$ cat src/rtl/vu_frame_ctrl.sv
// vu_frame_ctrl: frame-synchronous level update controller for the VU meter.
// Collects per-channel peaks from the level producers through a round-robin
// arbiter and commits bar / peak-hold values only at the start of vblank.
`timescale 1ns/1ps

module vu_frame_ctrl #(
    parameter int lvl_w       = 6,
    parameter int lvl_max     = 40,
    parameter int hold_frames = 30,
    parameter int hold_w      = 5,
    parameter int decay_step  = 1
) (
    input  logic             pixel_clock,
    input  logic             reset,
    input  logic             vblank_start,
    input  logic             l_valid,
    input  logic [lvl_w-1:0] l_level,
    output logic             l_ready,
    input  logic             r_valid,
    input  logic [lvl_w-1:0] r_level,
    output logic             r_ready,
    output logic [lvl_w-1:0] bar_l,
    output logic [lvl_w-1:0] bar_r,
    output logic [lvl_w-1:0] peak_l,
    output logic [lvl_w-1:0] peak_r,
    output logic             frame_commit,
    output logic             busy
);

    localparam logic [lvl_w-1:0]  LVL_MAX   = lvl_w'(lvl_max);
    localparam logic [lvl_w-1:0]  DSTEP     = lvl_w'(decay_step);
    localparam logic [hold_w-1:0] HOLD_INIT = hold_w'(hold_frames);

    typedef enum logic [1:0] {
        S_IDLE     = 2'd0,
        S_COMMIT_L = 2'd1,
        S_COMMIT_R = 2'd2,
        S_DONE     = 2'd3
    } state_t;

    state_t r_state;
    state_t w_next;

    // Round-robin pointer: 1 means R wins the next tie.
    logic             r_prio_r;
    logic             w_idle;
    logic             w_grant_l;
    logic             w_grant_r;

    logic [lvl_w-1:0] r_pend_l;
    logic [lvl_w-1:0] r_pend_r;
    logic             r_pend_v_l;
    logic             r_pend_v_r;
    logic [lvl_w-1:0] w_lvl_l;
    logic [lvl_w-1:0] w_lvl_r;

    logic [hold_w-1:0] r_hold_l;
    logic [hold_w-1:0] r_hold_r;
    logic [lvl_w-1:0]  w_new_bar_l;
    logic [lvl_w-1:0]  w_new_bar_r;
    logic [lvl_w+hold_w-1:0] w_ph_l;
    logic [lvl_w+hold_w-1:0] w_ph_r;

    // Clamp an incoming level to full scale.
    function automatic logic [lvl_w-1:0] f_clamp(input logic [lvl_w-1:0] v);
        return (v > LVL_MAX) ? LVL_MAX : v;
    endfunction

    // Decrement by the decay step, saturating at zero; one extra bit catches the borrow.
    function automatic logic [lvl_w-1:0] f_decay(input logic [lvl_w-1:0] v);
        logic [lvl_w:0] d;
        d = {1'b0, v} - {1'b0, DSTEP};
        return d[lvl_w] ? '0 : d[lvl_w-1:0];
    endfunction

    // Next bar: instant attack on any pending level, otherwise slow decay.
    function automatic logic [lvl_w-1:0] f_new_bar(input logic pv,
                                                   input logic [lvl_w-1:0] pend,
                                                   input logic [lvl_w-1:0] bar);
        return pv ? pend : f_decay(bar);
    endfunction

    // Next {peak, hold}: capture on a new high, hold for a while, then decay
    // but never below the bar it marks.
    function automatic logic [lvl_w+hold_w-1:0] f_peak_hold(input logic [lvl_w-1:0]  nb,
                                                            input logic [lvl_w-1:0]  pk,
                                                            input logic [hold_w-1:0] hd);
        logic [lvl_w-1:0] pd;
        pd = f_decay(pk);
        if (nb >= pk)
            return {nb, HOLD_INIT};
        else if (hd != '0)
            return {pk, hd - hold_w'(1)};
        else
            return {((pd > nb) ? pd : nb), hd};
    endfunction

    // Arbitration and ready generation; only the idle state accepts levels.
    always_comb begin
        w_idle    = (r_state == S_IDLE);
        w_grant_l = l_valid && (!r_valid || !r_prio_r);
        w_grant_r = r_valid && (!l_valid ||  r_prio_r);
        l_ready   = w_idle && !reset && w_grant_l;
        r_ready   = w_idle && !reset && w_grant_r;
        w_lvl_l   = f_clamp(l_level);
        w_lvl_r   = f_clamp(r_level);
    end

    // Commit value computation for both channels.
    always_comb begin
        w_new_bar_l = f_new_bar(r_pend_v_l, r_pend_l, bar_l);
        w_new_bar_r = f_new_bar(r_pend_v_r, r_pend_r, bar_r);
        w_ph_l      = f_peak_hold(w_new_bar_l, peak_l, r_hold_l);
        w_ph_r      = f_peak_hold(w_new_bar_r, peak_r, r_hold_r);
    end

    // FSM state register.
    always_ff @(posedge pixel_clock) begin
        if (reset)
            r_state <= S_IDLE;
        else
            r_state <= w_next;
    end

    // FSM next-state: wait for vblank, then one cycle per commit step.
    always_comb begin
        w_next = r_state;
        case (r_state)
            S_IDLE:     if (vblank_start) w_next = S_COMMIT_L;
            S_COMMIT_L: w_next = S_COMMIT_R;
            S_COMMIT_R: w_next = S_DONE;
            S_DONE:     w_next = S_IDLE;
            default:    w_next = S_IDLE;
        endcase
    end

    // Status outputs decoded from the state register.
    always_comb begin
        frame_commit = (r_state == S_DONE);
        busy         = (r_state != S_IDLE);
    end

    // Per-frame peak staging and round-robin pointer update.
    always_ff @(posedge pixel_clock) begin
        if (reset) begin
            r_pend_l   <= '0;
            r_pend_r   <= '0;
            r_pend_v_l <= 1'b0;
            r_pend_v_r <= 1'b0;
            r_prio_r   <= 1'b0;
        end else begin
            if (r_state == S_DONE) begin
                r_pend_v_l <= 1'b0;
                r_pend_v_r <= 1'b0;
            end
            if (l_ready) begin
                r_pend_l   <= (r_pend_v_l && (r_pend_l > w_lvl_l)) ? r_pend_l : w_lvl_l;
                r_pend_v_l <= 1'b1;
                r_prio_r   <= 1'b1;
            end
            if (r_ready) begin
                r_pend_r   <= (r_pend_v_r && (r_pend_r > w_lvl_r)) ? r_pend_r : w_lvl_r;
                r_pend_v_r <= 1'b1;
                r_prio_r   <= 1'b0;
            end
        end
    end

    // Displayed bar / peak registers; each channel updates in its own commit cycle.
    always_ff @(posedge pixel_clock) begin
        if (reset) begin
            bar_l    <= '0;
            bar_r    <= '0;
            peak_l   <= '0;
            peak_r   <= '0;
            r_hold_l <= '0;
            r_hold_r <= '0;
        end else begin
            if (r_state == S_COMMIT_L) begin
                bar_l              <= w_new_bar_l;
                {peak_l, r_hold_l} <= w_ph_l;
            end
            if (r_state == S_COMMIT_R) begin
                bar_r              <= w_new_bar_r;
                {peak_r, r_hold_r} <= w_ph_r;
            end
        end
    end

endmodule

$ cat config.mk
export PLATFORM = sky130hd
export DESIGN_NAME = vu_frame_ctrl
export DESIGN_NICKNAME = d
export VERILOG_FILES = /design/src/rtl/vu_frame_ctrl.sv
export SDC_FILE = /design/constraint.sdc
export NUM_CORES = 1
export LEC_CHECK = 0
export CAP_MARGIN = 20
export CELL_PAD_IN_SITES_DETAIL_PLACEMENT = 1
export CELL_PAD_IN_SITES_GLOBAL_PLACEMENT = 2
export CORE_ASPECT_RATIO = 2
export CORE_MARGIN = 4
export CORE_UTILIZATION = 36
export CTS_CLUSTER_SIZE = 12
export DETAILED_ROUTE_END_ITERATION = 6
export PLACE_DENSITY_LB_ADDON = 0.25
export SETUP_SLACK_MARGIN = 0.3
export SYNTH_ARGS = -nofsm -noshare
export SYNTH_HDL_FRONTEND = slang
export SYNTH_SLANG_ARGS = --single-unit
$ cat constraint.sdc
create_clock -name pixel_clock -period 5.45 [get_ports pixel_clock]
set_clock_uncertainty 0.15 [all_clocks]
set_input_delay 1.09 -clock pixel_clock [delete_from_list [all_inputs] [get_ports pixel_clock]]
set_output_delay 1.09 -clock pixel_clock [all_outputs]
set_load 0.02 [all_outputs]
==> results of run 1 <==
-- registers in the layout, indices dropped and copies added (netlist names) --
signal      flops
peak_r          6
r_state         2
bar_l           6
r_pend_v_l      1
r_prio_r        1
bar_r           6
r_pend_l        6
r_pend_r        6
r_pend_v_r      1
r_hold_l        5
r_hold_r        5
peak_l          6
-- layer usage --
layer  global-route usage  part of all wire  vias to the layer above
met5                    0                 0                        -
li1                     -                 -                     1733
met1                0.184              0.36                     1678
met3               0.0179             0.015                       21
met2                0.407              0.59                       48
met4               0.0843             0.033                        0
-- worst max-delay path: cells and delay by family --
kind / cells / cell delay, ns
buffers and inverters: 1 / 0.45
AOI/OAI and AO/OA: 5 / 1.59
adders and majority gates: 1 / 0.30
muxes: 1 / 0.39
and+or+nand+nor: 4 / 0.39
-- cell usage after synthesis (5+ instances only) --
master,n,area (sq um)
a21o_1,8,60.1
nand2_1,50,188
nand3_1,8,40.0
xnor2_1,7,61.3
a211oi_1,6,45.0
dfxtp_1,51,1020
o21a_1,6,45.0
mux2i_1,8,80.1
clkbuf_1,10,37.5
or2_2,5,31.3
nand2b_1,10,62.6
a21oi_1,26,130
nand4_1,5,31.3
ha_1,45,563
o21ai_0,27,135
inv_1,48,180
nor2b_1,5,31.3
nor2_1,54,203
nor3_1,15,75.1
-- layout make-up --
| class | count | area [sq um] |
|---|---|---|
| Clock buffer | 5 | 125 |
| Clock inverter | 3 | 18.8 |
| Fill cell | 1255 | 5680 |
| Inverter | 48 | 180 |
| Multi-Input combinational cell | 358 | 2440 |
| Sequential cell | 51 | 1020 |
| Tap cell | 135 | 169 |
| Timing Repair Buffer | 45 | 448 |
-- stage by stage --
step                area (sq um)  cells
floorplan                   3680    468
global placement            4260    637
detailed placement          4260    637
CTS                         4400    645
global route                4400    645
finish                      4400    645
-- worst min-delay path by stage --
| stage | start | end | slack (ns) | depth (start not counted) |
|---|---|---|---|---|
| 2_1_floorplan | r_hold_l[4]$_SDFFE_PP0P_ | r_hold_l[4]$_SDFFE_PP0P_ | 0.29 | 2 |
| 3_3_place_gp | r_hold_l[4]$_SDFFE_PP0P_ | r_hold_l[4]$_SDFFE_PP0P_ | 0.31 | 2 |
| 3_5_place_dp | r_hold_l[4]$_SDFFE_PP0P_ | r_hold_l[4]$_SDFFE_PP0P_ | 0.33 | 2 |
| 4_1_cts | r_hold_l[4]$_SDFFE_PP0P_ | r_hold_l[4]$_SDFFE_PP0P_ | 0.34 | 2 |
| 5_1_grt | r_pend_l[4]$_SDFFE_PP0P_ | r_pend_l[4]$_SDFFE_PP0P_ | 0.37 | 2 |
| 6_report | r_hold_l[4]$_SDFFE_PP0P_ | r_hold_l[4]$_SDFFE_PP0P_ | 0.33 | 2 |
-- logic make-up (layout without fill, tap and decap cells) --
kind of cell,Yosys count,in the layout
mux,13,13
fa+ha+maj,45,45
compound gates,120,120
simple gates,171,171
xor+xnor,9,9
buf+inv,59,101
flops,51,51
==> metrics, run 1 <==
endpoints failing setup 0; cells after synthesis 468; Max Fclk 242 MHz; fraction of registers with async set/reset 0; Sink Count 51; slowest stage delay, CP 0.45 ns; syn nets 530; Mapped Avg Cell Area 7.87 sq um; Starting DRT DRC Count 128; flop2flop setup slack 1.41 ns; Reg clk slew, reported paths 0.07 ns; final core utilization 0.436; DIE HEIGHT 151 um; CP most frequent cell o21ai_0; WP data required 5.53 ns; PortBufs 44; Layout Nets 571; sequential share of the synthesized area 0.277; Die Area 12000 sq um; antenna violations before repair 0; Compound-Gate Fraction of Synth Area 0.231; Simple-Gate Fraction of Synth Area 0.220; Max Slew Vio Count 0; std cell rows 52; starting density of the core 0.365; combinational family with the most area after synthesis compound AO/OA/AOI/OAI gates; Post-Syn Area 3680 sq um; largest net degree at the start of global routing 40; Setup crit end r_pend_r[4]$_SDFFE_PP0P_; most frequent cells in the layout nor2_1 (54), dfxtp_1 (51), nand2_1 (50), inv_1 (48), ha_1 (45); routability cong. 0.842; post_cts resized 0; Distinct cells, synth 54; worst-path cell chain clkdlybuf4s50_1 -> o31a_1 -> o21ai_0 -> nand2_1 -> ha_1 -> nor2b_1 -> o21ai_0 -> nand2b_1 -> a221o_1 -> a31oi_2 -> mux2_2 -> nor2_1; Post-synth top flop dfxtp_1; reg-to-reg endpoint peak_l[5]$_SDFFE_PP0P_; Slew @ Worst Pin 0.954 ns; DRC 0; core footprint 10100 sq um; final WL 11.1 mm; Setup Buffers After CTS 0; slowest CP cell clkdlybuf4s50_1; Post-synth EDFFs 0; multiplexer share of the synthesized area 0.0381; number of global-route vias before repair 3757; unrepaired setup endpoints after global routing false; ant diodes 0; setup ws final 1.31 ns; worst setup path class in2reg; worst reg2reg startpoint bar_l[0]$_SDFFE_PP0P_; endpoints failing hold 0; CTS Buffer Depth 2; warnings from Yosys 0; die width 79.5 um; CP endpoint kind flop; CTS Hold Buffers Added 0; first-pass GRT wire length 18.3 mm; length of the first detailed-routing pass in iterations 4; CP max FO 9; overflow left after global routing 0; cts bufs inserted 5; min Tclk post-route 4.14 ns; critical path startpoint category primary input; post-synthesis adder-cell area fraction 0.153; xor/xnor share of the synthesized area 0.0214; pre-CTS WS 1.01 ns; drt wl/cell 17.2 um; Rel. slew slack 0.358; area delta synth->final 19.5%; Sum Neg Setup Slack 0 ns; I/O pins 45; worst skew pair latency 0.30 ns; hold_ws 0.334 ns; max-cap check violation count 0; vias per inst 5.40; most common cell after layout, fill and taps aside nor2_1; share of cells above drive strength 1 0.0608; TritonCTS clock tree yes; hold crit path type reg2reg; number of synthesized register bits 51; R2R cell count 14; crit path DAT 4.22 ns; fin crit share 0.760; H-tree depth 2; dpl hpwl 9.03 mm; GR Util All Layers 0.196; worst setup path startpoint r_level[1]; clk root buf clkbuf_16; post-route ant nets 0; DR vias 3480; status complete, no violations
Power of run 1 is left out: the tool's default activity adds up to more than one toggle a clock period on the data nets, which glitch-free logic cannot reach.
==> inputs of run 2 (changes only) <==
--- a/config.mk
+++ b/config.mk
@@ -10,7 +10,7 @@
 export CELL_PAD_IN_SITES_GLOBAL_PLACEMENT = 2
 export CORE_ASPECT_RATIO = 2
 export CORE_MARGIN = 4
-export CORE_UTILIZATION = 36
+export CORE_UTILIZATION = 33
 export CTS_CLUSTER_SIZE = 12
 export DETAILED_ROUTE_END_ITERATION = 6
 export PLACE_DENSITY_LB_ADDON = 0.25
==> constraint.sdc (replaced) <==
create_clock -name pixel_clock -period 3.82 [get_ports pixel_clock]
set_clock_uncertainty 0.15 [all_clocks]
set_input_delay 0.764 -clock pixel_clock [delete_from_list [all_inputs] [get_ports pixel_clock]]
set_output_delay 0.764 -clock pixel_clock [all_outputs]
set_load 0.02 [all_outputs]
==> run 2 against run 1 <==
Sequential cell count is the same. Critical endpoint is now peak_l[3]$_SDFFE_PP0P_. Critical path depth rose by 2. Highest routed layer unchanged. Cell count rose by 4.0%. Global-route usage down 0.31 points. Wire length is 3.5% higher. Sequential share of layout area shrank 1.1 points. Clock-buffer cell count up 1. Register-to-register slack got worse by 1.0 ns. Non-clock buffer count up 21. Utilization decreased by 1.3 points.
==> metrics, run 2 (synthesis results as in run 1) <==
status complete, no violations (unchanged); worst setup path class reg2reg (was in2reg); Rel. slew slack 0.533 (was 0.358); slowest stage delay, CP 0.41 ns (was 0.45 ns); ant diodes 0 (unchanged); PortBufs 44 (unchanged); Die Area 13000 sq um (was 12000 sq um); GR Util All Layers 0.193 (was 0.196); TritonCTS clock tree yes (unchanged); Reg clk slew, reported paths 0.07 ns (about the same); number of global-route vias before repair 3992 (was 3757); die width 82.7 um (was 79.5 um); max-cap check violation count 0 (unchanged); most common cell after layout, fill and taps aside nor2_1 (unchanged); Max Slew Vio Count 0 (unchanged); CP endpoint kind flop (unchanged); length of the first detailed-routing pass in iterations 4 (unchanged); routability cong. 0.820 (was 0.842); std cell rows 54 (was 52); crit path DAT 3.45 ns (was 4.22 ns); final core utilization 0.423 (was 0.436); Sink Count 51 (unchanged); largest net degree at the start of global routing 40 (unchanged); antenna violations before repair 0 (unchanged); vias per inst 5.44 (was 5.40); Slew @ Worst Pin 0.691 ns (was 0.954 ns); post-route ant nets 0 (unchanged); hold crit path type reg2reg (unchanged); setup ws final 0.395 ns (was 1.31 ns); CTS Buffer Depth 2 (unchanged); final WL 11.5 mm (was 11.1 mm); min Tclk post-route 3.43 ns; worst skew pair latency 0.30 ns (about the same); I/O pins 45 (unchanged); final instance area 4630 sq um (was 4400 sq um); most frequent cells in the layout nor2_1 (53), nand2_1 (50), dfxtp_1 (49), inv_1 (48), ha_1 (45) (was nor2_1 (54), dfxtp_1 (51), nand2_1 (50), inv_1 (48), ha_1 (45)); DP Area 4390 sq um (was 4260 sq um); Layout Nets 592 (was 571); drt wl/cell 17.1 um (was 17.2 um); pre-CTS WS -0.0704 ns (was 1.01 ns); overflow left after global routing 0 (unchanged); fin crit share 0.897; area delta synth->final 25.9% (was 19.5%); endpoints failing hold 0 (unchanged); DR vias 3649 (was 3480); share of cells above drive strength 1 0.124 (was 0.0608); endpoints failing setup 0 (unchanged); CP max FO 5 (was 9); clk root buf clkbuf_16 (unchanged); WP data required 3.85 ns (was 5.53 ns); critical path startpoint category flop (was primary input); core footprint 10900 sq um (was 10100 sq um); CTS Hold Buffers Added 0 (unchanged); Max Fclk 292 MHz; H-tree depth 2 (unchanged); DRC 0 (unchanged); cts bufs inserted 5 (unchanged); DIE HEIGHT 157 um (was 151 um); slowest CP cell a2111o_1 (was clkdlybuf4s50_1); starting density of the core 0.336 (was 0.365); Starting DRT DRC Count 87 (was 128); first-pass GRT wire length 19.2 mm (was 18.3 mm); dpl hpwl 9.39 mm (was 9.03 mm); unrepaired setup endpoints after global routing false (unchanged); worst-path cell chain inv_1 -> ha_1 -> nor3b_4 -> a21o_1 -> nor2_1 -> a21oi_2 -> ha_1 -> nand2b_1 -> a2111o_1 -> a31o_2 -> a21oi_4 -> o21a_1 -> nor2_1 -> a221o_1 (was clkdlybuf4s50_1 -> o31a_1 -> o21ai_0 -> nand2_1 -> ha_1 -> nor2b_1 -> o21ai_0 -> nand2b_1 -> a221o_1 -> a31oi_2 -> mux2_2 -> nor2_1)
[run 2: changes by cell type in the layout (fill, tap and decap cells not counted), moves of 2 or more]
cell     before  now
buf_6         0    2
buf_4         1   20
o21ai_0      27   24
dfxtp_1      51   49
a21oi_1      26   20
dfxtp_2       0    2
a21oi_2       1    6
o21ai_2       0    3
[run 2: timing repair]
item,4_1_cts,5_1_grt
pin swaps,2,5
buffers inserted,1,3
endpoints found under the setup margin,16,29
resized for setup,6,16
[run 2: layer usage]
metal / routed length, um / part of all wire / track usage / vias to the layer above
met5: 0 / 0 / 0 / -
met4: 498 / 0.043 / 0.0873 / 0
met3: 214 / 0.019 / 0.0212 / 34
met2: 6950 / 0.61 / 0.402 / 64
met1: 3790 / 0.33 / 0.170 / 1773
li1: - / - / - / 1778
[run 2: per-stage QoR]
stage,std cells,TNS (ns),hold WS (ns)
floorplan,468,0,0.291
global placement,659,-0.0533,0.303
detailed placement,659,-0.202,0.325
CTS,668,0,0.335
global route,671,0,0.369
finish,671,0,0.331
[run 2: worst paths after layout]
check	cells after the start	endpoint	start	slack, ns
worst min register to register	2	r_hold_l[4]$_SDFFE_PP0P_	r_hold_l[4]$_SDFFE_PP0P_	0.33
worst max register to register	14	peak_l[3]$_SDFFE_PP0P_	bar_l[0]$_SDFFE_PP0P_	0.39
worst min-delay path	2	r_hold_l[4]$_SDFFE_PP0P_	r_hold_l[4]$_SDFFE_PP0P_	0.33
worst max-delay path	14	peak_l[3]$_SDFFE_PP0P_	bar_l[0]$_SDFFE_PP0P_	0.39
[run 2: cell type report]
type                       count  area (sq um)
fill                        1379          6310
multi-input combinational    358          2500
sequential                    51          1020
timing repair buffer          66           613
inverter                      48           180
tap                          140           175
clock buffer                   6           129
clock inverter                 2          12.5
[run 2: critical path: cells and delay by family (launching register included)]
kind	cells	cell delay, ns
simple gates	4	0.53
fa+ha+maj	2	0.43
buf+inv	1	0.06
flops	1	0.35
compound gates	7	1.78
Power of run 2 is left out for the same reason.
==> inputs of run 3 (changes only) <==
--- a/config.mk
+++ b/config.mk
@@ -18,3 +18,4 @@
 export SYNTH_ARGS = -nofsm -noshare
 export SYNTH_HDL_FRONTEND = slang
 export SYNTH_SLANG_ARGS = --single-unit
+export TNS_END_PERCENT = 50
==> results of run 3 <==
Same layout as run 2: the final DEF is identical, and so are final timing and power.
Power of run 3 is left out for the same reason.
